### src/rtl/root_pkg.sv
// Shared widths, queued request record and FSM state encoding for the root dispatcher.
package root_pkg;
    localparam int RAD_W = 10;
    localparam int DEG_W = 3;
    localparam int RES_W = 20;

    typedef struct packed {
        logic [RAD_W-1:0] radicand;
        logic [DEG_W-1:0] degree;
    } req_t;

    typedef logic [1:0] state_t;
    localparam state_t ST_IDLE  = 2'd0;
    localparam state_t ST_ISSUE = 2'd1;
    localparam state_t ST_WAIT  = 2'd2;
    localparam state_t ST_HOLD  = 2'd3;
endpackage

### src/rtl/root_req_fifo.sv
// Generic synchronous FIFO of DEPTH entries (power of 2) with wrap-around pointers.
// Latency: a pushed entry is visible at the head one cycle after the push.
// Backpressure: push ignored while full, pop ignored while empty; no pass-through.
module root_req_fifo #(
    parameter int WIDTH = 8,
    parameter int DEPTH = 4
) (
    input  logic             clk,
    input  logic             rst,
    input  logic             push,
    input  logic [WIDTH-1:0] push_data,
    input  logic             pop,
    output logic [WIDTH-1:0] head_data,
    output logic             full,
    output logic             empty
);
    localparam int AW = $clog2(DEPTH);
    localparam logic [AW:0] FULL_CNT = (AW+1)'(DEPTH);

    logic [WIDTH-1:0] mem [DEPTH];
    logic [AW-1:0]    wr_ptr;
    logic [AW-1:0]    rd_ptr;
    logic [AW:0]      count;
    logic             do_push;
    logic             do_pop;

    // full is judged on the registered count, so a same-cycle pop never frees a slot
    assign full      = (count == FULL_CNT);
    assign empty     = (count == '0);
    assign do_push   = push && !full;
    assign do_pop    = pop && !empty;
    assign head_data = mem[rd_ptr];

    always_ff @(posedge clk or posedge rst) begin
        if (rst) begin
            wr_ptr <= '0;
            rd_ptr <= '0;
            count  <= '0;
        end else begin
            if (do_push) wr_ptr <= wr_ptr + 1'b1;
            if (do_pop)  rd_ptr <= rd_ptr + 1'b1;
            case ({do_push, do_pop})
                2'b10:   count <= count + 1'b1;
                2'b01:   count <= count - 1'b1;
                default: count <= count;
            endcase
        end
    end

    always_ff @(posedge clk) begin
        if (do_push) mem[wr_ptr] <= push_data;
    end
endmodule

### src/rtl/root_dispatcher.sv
// Queues root requests and runs them one at a time through an external root engine.
// Latency: push to eng_in_valid 2 cycles (idle, empty); engine result to rsp_valid 1 cycle.
// Backpressure: req_ready drops while the queue is full; a response is held until rsp_ready.
module root_dispatcher
    import root_pkg::*;
#(
    parameter int DEPTH   = 4,
    parameter int TIMEOUT = 255
) (
    input  logic             clk,
    input  logic             rst,
    input  logic             req_valid,
    output logic             req_ready,
    input  logic [RAD_W-1:0] req_radicand,
    input  logic [DEG_W-1:0] req_degree,
    output logic             eng_in_valid,
    output logic [RAD_W-1:0] eng_in_data_1,
    output logic [DEG_W-1:0] eng_in_data_2,
    input  logic             eng_out_valid,
    input  logic [RES_W-1:0] eng_out_data,
    output logic             rsp_valid,
    input  logic             rsp_ready,
    output logic [RES_W-1:0] rsp_data,
    output logic [DEG_W-1:0] rsp_degree,
    output logic             rsp_err,
    output logic             busy
);
    localparam int CNT_W = (TIMEOUT > 1) ? $clog2(TIMEOUT) : 1;
    localparam logic [CNT_W-1:0] CNT_LAST = CNT_W'(TIMEOUT - 1);

    state_t           state;
    logic [CNT_W-1:0] wait_cnt;
    req_t             req_in;
    req_t             head;
    logic             fifo_full;
    logic             fifo_empty;
    logic             fifo_pop;
    logic             in_flight;

    assign req_in    = {req_radicand, req_degree};
    assign req_ready = !fifo_full && !rst;
    assign fifo_pop  = (state == ST_HOLD) && rsp_ready;

    root_req_fifo #(
        .WIDTH ($bits(req_t)),
        .DEPTH (DEPTH)
    ) u_req_fifo (
        .clk       (clk),
        .rst       (rst),
        .push      (req_valid && req_ready),
        .push_data (req_in),
        .pop       (fifo_pop),
        .head_data (head),
        .full      (fifo_full),
        .empty     (fifo_empty)
    );

    // The head entry stays put until the response handshake, so it doubles as the engine operand register
    assign in_flight     = (state == ST_ISSUE) || (state == ST_WAIT);
    assign eng_in_valid  = (state == ST_ISSUE);
    assign eng_in_data_1 = in_flight ? head.radicand : '0;
    assign eng_in_data_2 = in_flight ? head.degree   : '0;
    assign rsp_valid     = (state == ST_HOLD);
    assign busy          = (state != ST_IDLE) || !fifo_empty;

    always_ff @(posedge clk or posedge rst) begin
        if (rst) begin
            state      <= ST_IDLE;
            wait_cnt   <= '0;
            rsp_data   <= '0;
            rsp_degree <= '0;
            rsp_err    <= 1'b0;
        end else begin
            case (state)
                ST_IDLE: begin
                    if (!fifo_empty) begin
                        if (head.degree == '0) begin
                            state      <= ST_HOLD;
                            rsp_data   <= '0;
                            rsp_degree <= head.degree;
                            rsp_err    <= 1'b1;
                        end else begin
                            state <= ST_ISSUE;
                        end
                    end
                end
                ST_ISSUE: begin
                    state    <= ST_WAIT;
                    wait_cnt <= '0;
                end
                ST_WAIT: begin
                    // A result landing on the timeout cycle still counts as a result
                    if (eng_out_valid) begin
                        state      <= ST_HOLD;
                        rsp_data   <= eng_out_data;
                        rsp_degree <= head.degree;
                        rsp_err    <= 1'b0;
                    end else if (wait_cnt == CNT_LAST) begin
                        state      <= ST_HOLD;
                        rsp_data   <= '0;
                        rsp_degree <= head.degree;
                        rsp_err    <= 1'b1;
                    end else begin
                        wait_cnt <= wait_cnt + 1'b1;
                    end
                end
                ST_HOLD: begin
                    if (rsp_ready) state <= ST_IDLE;
                end
                default: state <= ST_IDLE;
            endcase
        end
    end
endmodule
### config.mk
export PLATFORM = sky130hd
export DESIGN_NAME = root_dispatcher
export DESIGN_NICKNAME = d
export VERILOG_FILES = /design/src/rtl/root_pkg.sv /design/src/rtl/root_req_fifo.sv /design/src/rtl/root_dispatcher.sv
export SDC_FILE = /design/constraint.sdc
export NUM_CORES = 1
export LEC_CHECK = 0
export BUFFER_PORTS_ARGS = -buffer_cell sky130_fd_sc_hd__buf_2
export CAP_MARGIN = 20
export CORE_MARGIN = 2
export CORE_UTILIZATION = 50
export DETAILED_ROUTE_END_ITERATION = 10
export GPL_TIMING_DRIVEN = 0
export PLACE_DENSITY = 0.74
export SLEW_MARGIN = 20
export SYNTH_ARGS = -nofsm -noshare
export SYNTH_HDL_FRONTEND = slang
export SYNTH_SLANG_ARGS = --single-unit
### constraint.sdc
create_clock -name clk -period 2.4 [get_ports clk]
set_input_delay 0.12 -clock clk [delete_from_list [all_inputs] [get_ports clk]]
set_output_delay 0.12 -clock clk [all_outputs]
set_load 0.005 [all_outputs]
# After elaboration in Yosys (flattened, before gate mapping)
# Memory sizes are Yosys's and may differ from the RTL's.
# Index checks and enable logic that the tools add are counted.
dict set report totals {
  reg_bits 41
  ram_bits 52
  inputBits 38
  output_inout_bits 41
  wordCells 76
  memories 1
}
# name depth word_bits rd rd_clocked_by_memory_dff wr line
set mem_list {}
lappend mem_list {u_req_fifo.mem 4 13 1 0 1 root_req_fifo.sv:20} ;# logic [WIDTH-1:0] mem [DEPTH];
dict set report op_classes {
  n_addsub 5
  n_eq_ne 13
  muxes 29
  n_reduce_logical 20
}
# operator count
set ops {}
lappend ops {{$mux W20} 4}
lappend ops {{$pmux W20 S2} 1}
lappend ops {{$mux W8} 2}
lappend ops {{$pmux W8 S2} 1}
lappend ops {{$mux W3} 5}
lappend ops {{$pmux W3 S2} 2}
lappend ops {{$mux W10} 1}
lappend ops {{$mux W2} 5}
lappend ops {{$add A8 B1 Y8 const B} 1}
lappend ops {{$eq A8 B8 Y1 const B} 1}
lappend ops {{$ne A2 B2 Y1 const B} 4}
lappend ops {{$pmux W2 S4} 1}
lappend ops {{$reduce_bool A2 Y1} 4}
lappend ops {{$eq A2 B2 Y1 const B} 3}
lappend ops {{$logic_not A3 Y1} 2}
lappend ops {{$mux W1} 6}
lappend ops {{$reduce_and A3 Y1} 2}
lappend ops {{$logic_and A1 B1 Y1} 5}
lappend ops {{$add A2 B1 Y2 const B} 2}
lappend ops {{$eq A2 B1 Y1 const B} 2}
lappend ops {{$reduce_and A4 Y1} 1}
lappend ops {{$add A3 B1 Y3 const B} 1}
lappend ops {{$eq A3 B3 Y1 const B} 1}
lappend ops {{$logic_not A1 Y1} 3}
lappend ops {{6 further kinds} 7}

# Logic depth before layout (Yosys ltp)
dict set report logic_depth {
  ltp_word 7
  ltp_mapped 9
  mapped_depth_nobuf 9
}

# Modules after synthesis
# From an unflattened synthesis, not the netlist that was laid out.
dict set report hier_totals {
  hier_cells 258
  hier_area_um2 4012.6
}
# module n_inst cells_each area_per_inst_um2 seq_area_each_um2
set by_module_without_submodules {}
lappend by_module_without_submodules {root_req_fifo 1 106 2338.5 1736.7}
lappend by_module_without_submodules {root_dispatcher 1 152 1674.1 850.8}

# Worst setup path before layout
# Ideal clock, no wire load.
dict set report synth_timing {
  path_kind {flip-flop to flip-flop}
  startpoint {reg u_req_fifo.count[0]}
  endpoint {reg u_req_fifo.count[2]}
  setup_ps 125
  t_arrival_ps 1948
  t_required_ps 2275
  path_slack_ps 327
  stages_incl_launch_ff 10
  n_path_buf 0
  period_less_slack_ps 2073
  cell_sequence {dfrtp_1 nor2_1 a21oi_1 and2_1 inv_1 ha_1 fa_1 xnor2_1 nor2_1 xor2_1}
}
dict set report synth_via {
  elab_chain_len 7
  elab_cells_between_ends 14
  classes_between {2 x add/sub; 3 x eq/ne; 1 x mux; 8 x reduce/logical}
}
# element line
set synth_lines {}
lappend synth_lines {{start: declaration} root_req_fifo.sv:23} ;# logic [AW:0] count;
lappend synth_lines {{start signal: assignment} root_req_fifo.sv:43} ;# 2'b10: count <= count + 1'b1;
lappend synth_lines {{start signal: assignment} root_req_fifo.sv:44} ;# 2'b01: count <= count - 1'b1;
lappend synth_lines {{start signal: assignment} root_req_fifo.sv:45} ;# default: count <= count;
lappend synth_lines {{$eq A3 B3 Y1 *} root_req_fifo.sv:28} ;# assign full = (count == FULL_CNT);
lappend synth_lines {{$logic_not A1 Y1 *} root_dispatcher.sv:41} ;# assign req_ready = !fifo_full && !rst;
lappend synth_lines {{$logic_and A1 B1 Y1 *} root_dispatcher.sv:41}
lappend synth_lines {{net req_ready} root_dispatcher.sv:13} ;# output logic req_ready,
lappend synth_lines {{$logic_and A1 B1 Y1 *} root_dispatcher.sv:50} ;# .push (req_valid && req_ready),
lappend synth_lines {{$logic_and A1 B1 Y1 *} root_req_fifo.sv:30} ;# assign do_push = push && !full;
lappend synth_lines {{$eq A2 B1 Y1 or $eq A2 B2 Y1 (tied branches)} root_req_fifo.sv:42} ;# case ({do_push, do_pop})
lappend synth_lines {{$pmux W3 S2 or $reduce_bool A2 Y1 (tied branches)} --}
# The timed path passes the listed nets; every way through them passes the cells marked *.
# A chain may end at the register's enable or synchronous reset.

# Worst setup path after layout
dict set report layout_timing {
  startpoint {reg u_req_fifo.count[0]}
  endpoint {reg u_req_fifo.count[2]}
}
dict set report layout_via {
  elab_chain_len 7
  elab_cells_between_ends 14
  classes_between {2 x add/sub; 3 x eq/ne; 1 x mux; 8 x reduce/logical}
}
# element line
set layout_lines {}
lappend layout_lines {{$eq A3 B3 Y1} root_req_fifo.sv:28}
lappend layout_lines {{$logic_not A1 Y1} {root_req_fifo.sv:30, root_dispatcher.sv:41}}
lappend layout_lines {{$logic_and A1 B1 Y1} root_dispatcher.sv:41}
lappend layout_lines {{$logic_and A1 B1 Y1} root_dispatcher.sv:50}
lappend layout_lines {{$logic_and A1 B1 Y1} root_req_fifo.sv:30}
lappend layout_lines {{$eq A2 B1 Y1 or $eq A2 B2 Y1 (tied branches)} root_req_fifo.sv:42}
lappend layout_lines {{$pmux W3 S2 or $reduce_bool A2 Y1 (tied branches)} --}
# Parallel ways exist; a longest one is shown, timed or not.

==> results by group <==
STA
  • RSZ-0062 raised after global routing: no
  • Clock skew: 0.0135 ns
  • Fin crit share: 91.8%
  • Setup-failing EPs final: 0
  • Max Clock Freq: 0.454 GHz
  • Crit path time final: 2.20 ns
  • Slew Limit Headroom: 52.6%
  • Hold Fails Final Rpt: 0
  • Slew Limit Fails: 0
  • Final Hold Slack: 0.133 ns
  • Setup TNS Final: 0 ns
  • Worst slew pin tran: 0.710 ns

Power
  • Leak: 2.30 nW
  • Pwr Total: 5.81 mW
  • Pwr dens: 1130 nW/um2
  • VDD IR max: 0.578 mV

Setup path
  • Critical Path, Cell by Cell: nor2_1 -> a21oi_2 -> and2_1 -> inv_1 -> ha_1 -> fa_1 -> xnor2_1 -> nor2_1 -> xor2_1
  • Most frequent CP cell: nor2_1
  • WS Path Type: flop to flop
  • Crit end category: flop
  • Crit path max fanout: 6
  • Slowest CP cell: dfrtp_1
  • CP Data Arrival Time: 2.44 ns
  • CP max stage delay: 0.48 ns
  • Type of origin of the critical path: flop
  • Worst EP required: 2.64 ns

Logic synthesis
  • EDFF count, synth: 52
  • Synthesized area: 4240 um2
  • Syn nets: 327
  • Syn. warnings: 0
  • Synth top area share: 36.8%
  • Register area share after synthesis: 61.0%
  • Post-synth top cells: 52 x edfxtp_1, 41 x dfrtp_1, 25 x and3_1
  • Distinct cells, synth: 44
  • Top_reg_cell synth: edfxtp_1
  • Top-count cell post-synth: edfxtp_1
  • Mapped Avg Cell Area: 15.4 um2
  • Synth async-reset ratio: 44.1%
  • Area leader, netlist: edfxtp_1
  • Synthesized instance count: 276
  • Synth Register Bits: 93
  • Top cells by area, synth: edfxtp_1 37%, dfrtp_1 24%, mux2_4 7.1%

CTS
  • Cts bufs inserted: 9
  • # Post-CTS Setup Buffers: 0
  • Worst-path clk slew: 0.10 ns
  • TritonCTS clock tree: done
  • CTS Root Cell: clkbuf_8
  • Worst-skew pair later-pin latency: 0.36 ns
  • Max Root-Sink Buffers: 2
  • Htree depth: 3
  • # clock sinks: 93

Floorplanning
  • Site Rows: 33
  • Chip width: 96.1 um
  • # IOs: 79
  • Core area: 8220 um2
  • Die Height: 96.1 um
  • DIE AREA: 9240 um2
  • Starting Density: 51.6%

Drt
  • Via count: 2,680
  • Vias per inst: 5.47
  • Post-route ant nets: 0
  • DRT Pass-1 Iters: 4
  • # DRC: 0
  • WL/cell: 16.6 um
  • Detailed Route Iter0 Violations: 121
  • DRT Wirelength: 8.15 mm

Cells and area
  • Area Growth Syn to Fin: 20.9%
  • Antenna cells: 0
  • Final cell count without fillers: 490
  • Share of cells above drive strength 1: 37.4%
  • Final nets: 431

Global route
  • Total GRT Usage: 18.4%
  • Initial antenna violation count: 0
  • First-pass GRT wire length: 12.6 mm
  • Global route total overflow: 0
  • Vias in the first global route: 2,592
  • Largest net degree at the start of global routing: 32

Outcome
  • Status: finished clean

Worst hold path
  • Path category of the worst min-delay check: input port to flop

Placement
  • Half-perimeter wire length after placement: 5.58 mm
  • IO Port Bufs: 78
  • GPL Wtd Cong: 0.796
  • Dpl cells: 460

Flow run
  • Max cap viols: 0
[cell usage in the layout, fill, tap and decap left out, drive strengths merged, types with 4 or more instances in the layout]
cell | Yosys | layout
a21oi | 4 | 4
and2 | 14 | 14
and3 | 25 | 25
buf | 5 | 84
clkbuf | 9 | 18
dfrtp | 41 | 41
dlygate4sd3 | 0 | 14
edfxtp | 52 | 52
ha | 12 | 12
inv | 14 | 17
mux2 | 25 | 25
mux2i | 4 | 4
mux4 | 13 | 13
nand2 | 7 | 7
nand3 | 4 | 4
nor2 | 7 | 7
xnor2 | 4 | 4
[timing repair]
action,in CTS,in global routing
endpoints found under the hold margin,93,0
endpoints found under the setup margin,0,34
gates resized for setup,0,6
hold buffers,14,0
[worst paths after layout]
path	depth (start not counted)	slack, ns	from	endpoint
min in group asynchronous	3	0.27	rst	wait_cnt[3]
min	3	0.13	eng_out_data[12]	rsp_data[12]
min reg2reg	1	0.51	rsp_data[2]	rsp_data[2]
max in group asynchronous	4	1.68	rst	rsp_err
max	9	0.20	u_req_fifo.count[0]	u_req_fifo.count[2]
max reg2reg	9	0.20	u_req_fifo.count[0]	u_req_fifo.count[2]
[state kept, by name (all words and copies together) (netlist names)]
| name | count |
|---|---|
| u_req_fifo.mem | 52 |
| u_req_fifo.wr_ptr | 2 |
| wait_cnt | 8 |
| rsp_err | 1 |
| u_req_fifo.rd_ptr | 2 |
| state | 2 |
| u_req_fifo.count | 3 |
| rsp_data | 20 |
| rsp_degree | 3 |
[through the flow]
stage          area (um2)  util, %  setup WS, ns
2_1_floorplan        4240        -         0.327
3_3_place_gp         4760     58.0         0.103
3_5_place_dp         4780     58.2         0.107
4_1_cts              5120     62.3        0.0713
5_1_grt              5130     62.4        0.0212
6_report             5130     62.4         0.197
[layer usage]
layer  vias to the layer above  GRT usage (%)  routed length [um]
li1                       1249              -                   -
met1                      1334           24.6                3620
met2                        83           29.5                3820
met3                        14           4.93                 566
met4                         0           5.95                 136
met5                         -              0                   0
[final cells by class]
| cell class | instances | area, um2 |
|---|---|---|
| buffer | 14 | 78.8 |
| clock buffer | 9 | 124 |
| clock inverter | 7 | 67.6 |
| fill | 631 | 3090 |
| inverter | 14 | 52.6 |
| multi-input combinational | 155 | 1540 |
| sequential | 93 | 2590 |
| tap | 105 | 131 |
| timing repair buffer | 93 | 551 |
[cells by family after synthesis]
kind of cell	share of synthesized area (%)
DFF	61.0
and+or+nand+nor	9.38
muxes	16.4
buffers and inverters	3.04
AOI/OAI and AO/OA	4.93
adders and majority gates	4.01
xor gates and xnor gates	1.24
[report_power, final]
group / leakage [nW] / internal [mW] / switching (mW)
Sequential: 1.01 / 2.06 / 0.213
Combinational: 1.20 / 1.31 / 1.24
Clock: 0.0924 / 0.401 / 0.584
[worst max-delay path, delay by kind of cell (launching register included)]
| kind | cells | cell delay [ns] |
|---|---|---|
| xor+xnor | 2 | 0.30 |
| fa+ha+maj | 2 | 0.60 |
| simple gates | 3 | 0.41 |
| compound gates | 1 | 0.23 |
| flops | 1 | 0.48 |
| buf+inv | 1 | 0.06 |
Power figures use the tool's default switching activity.
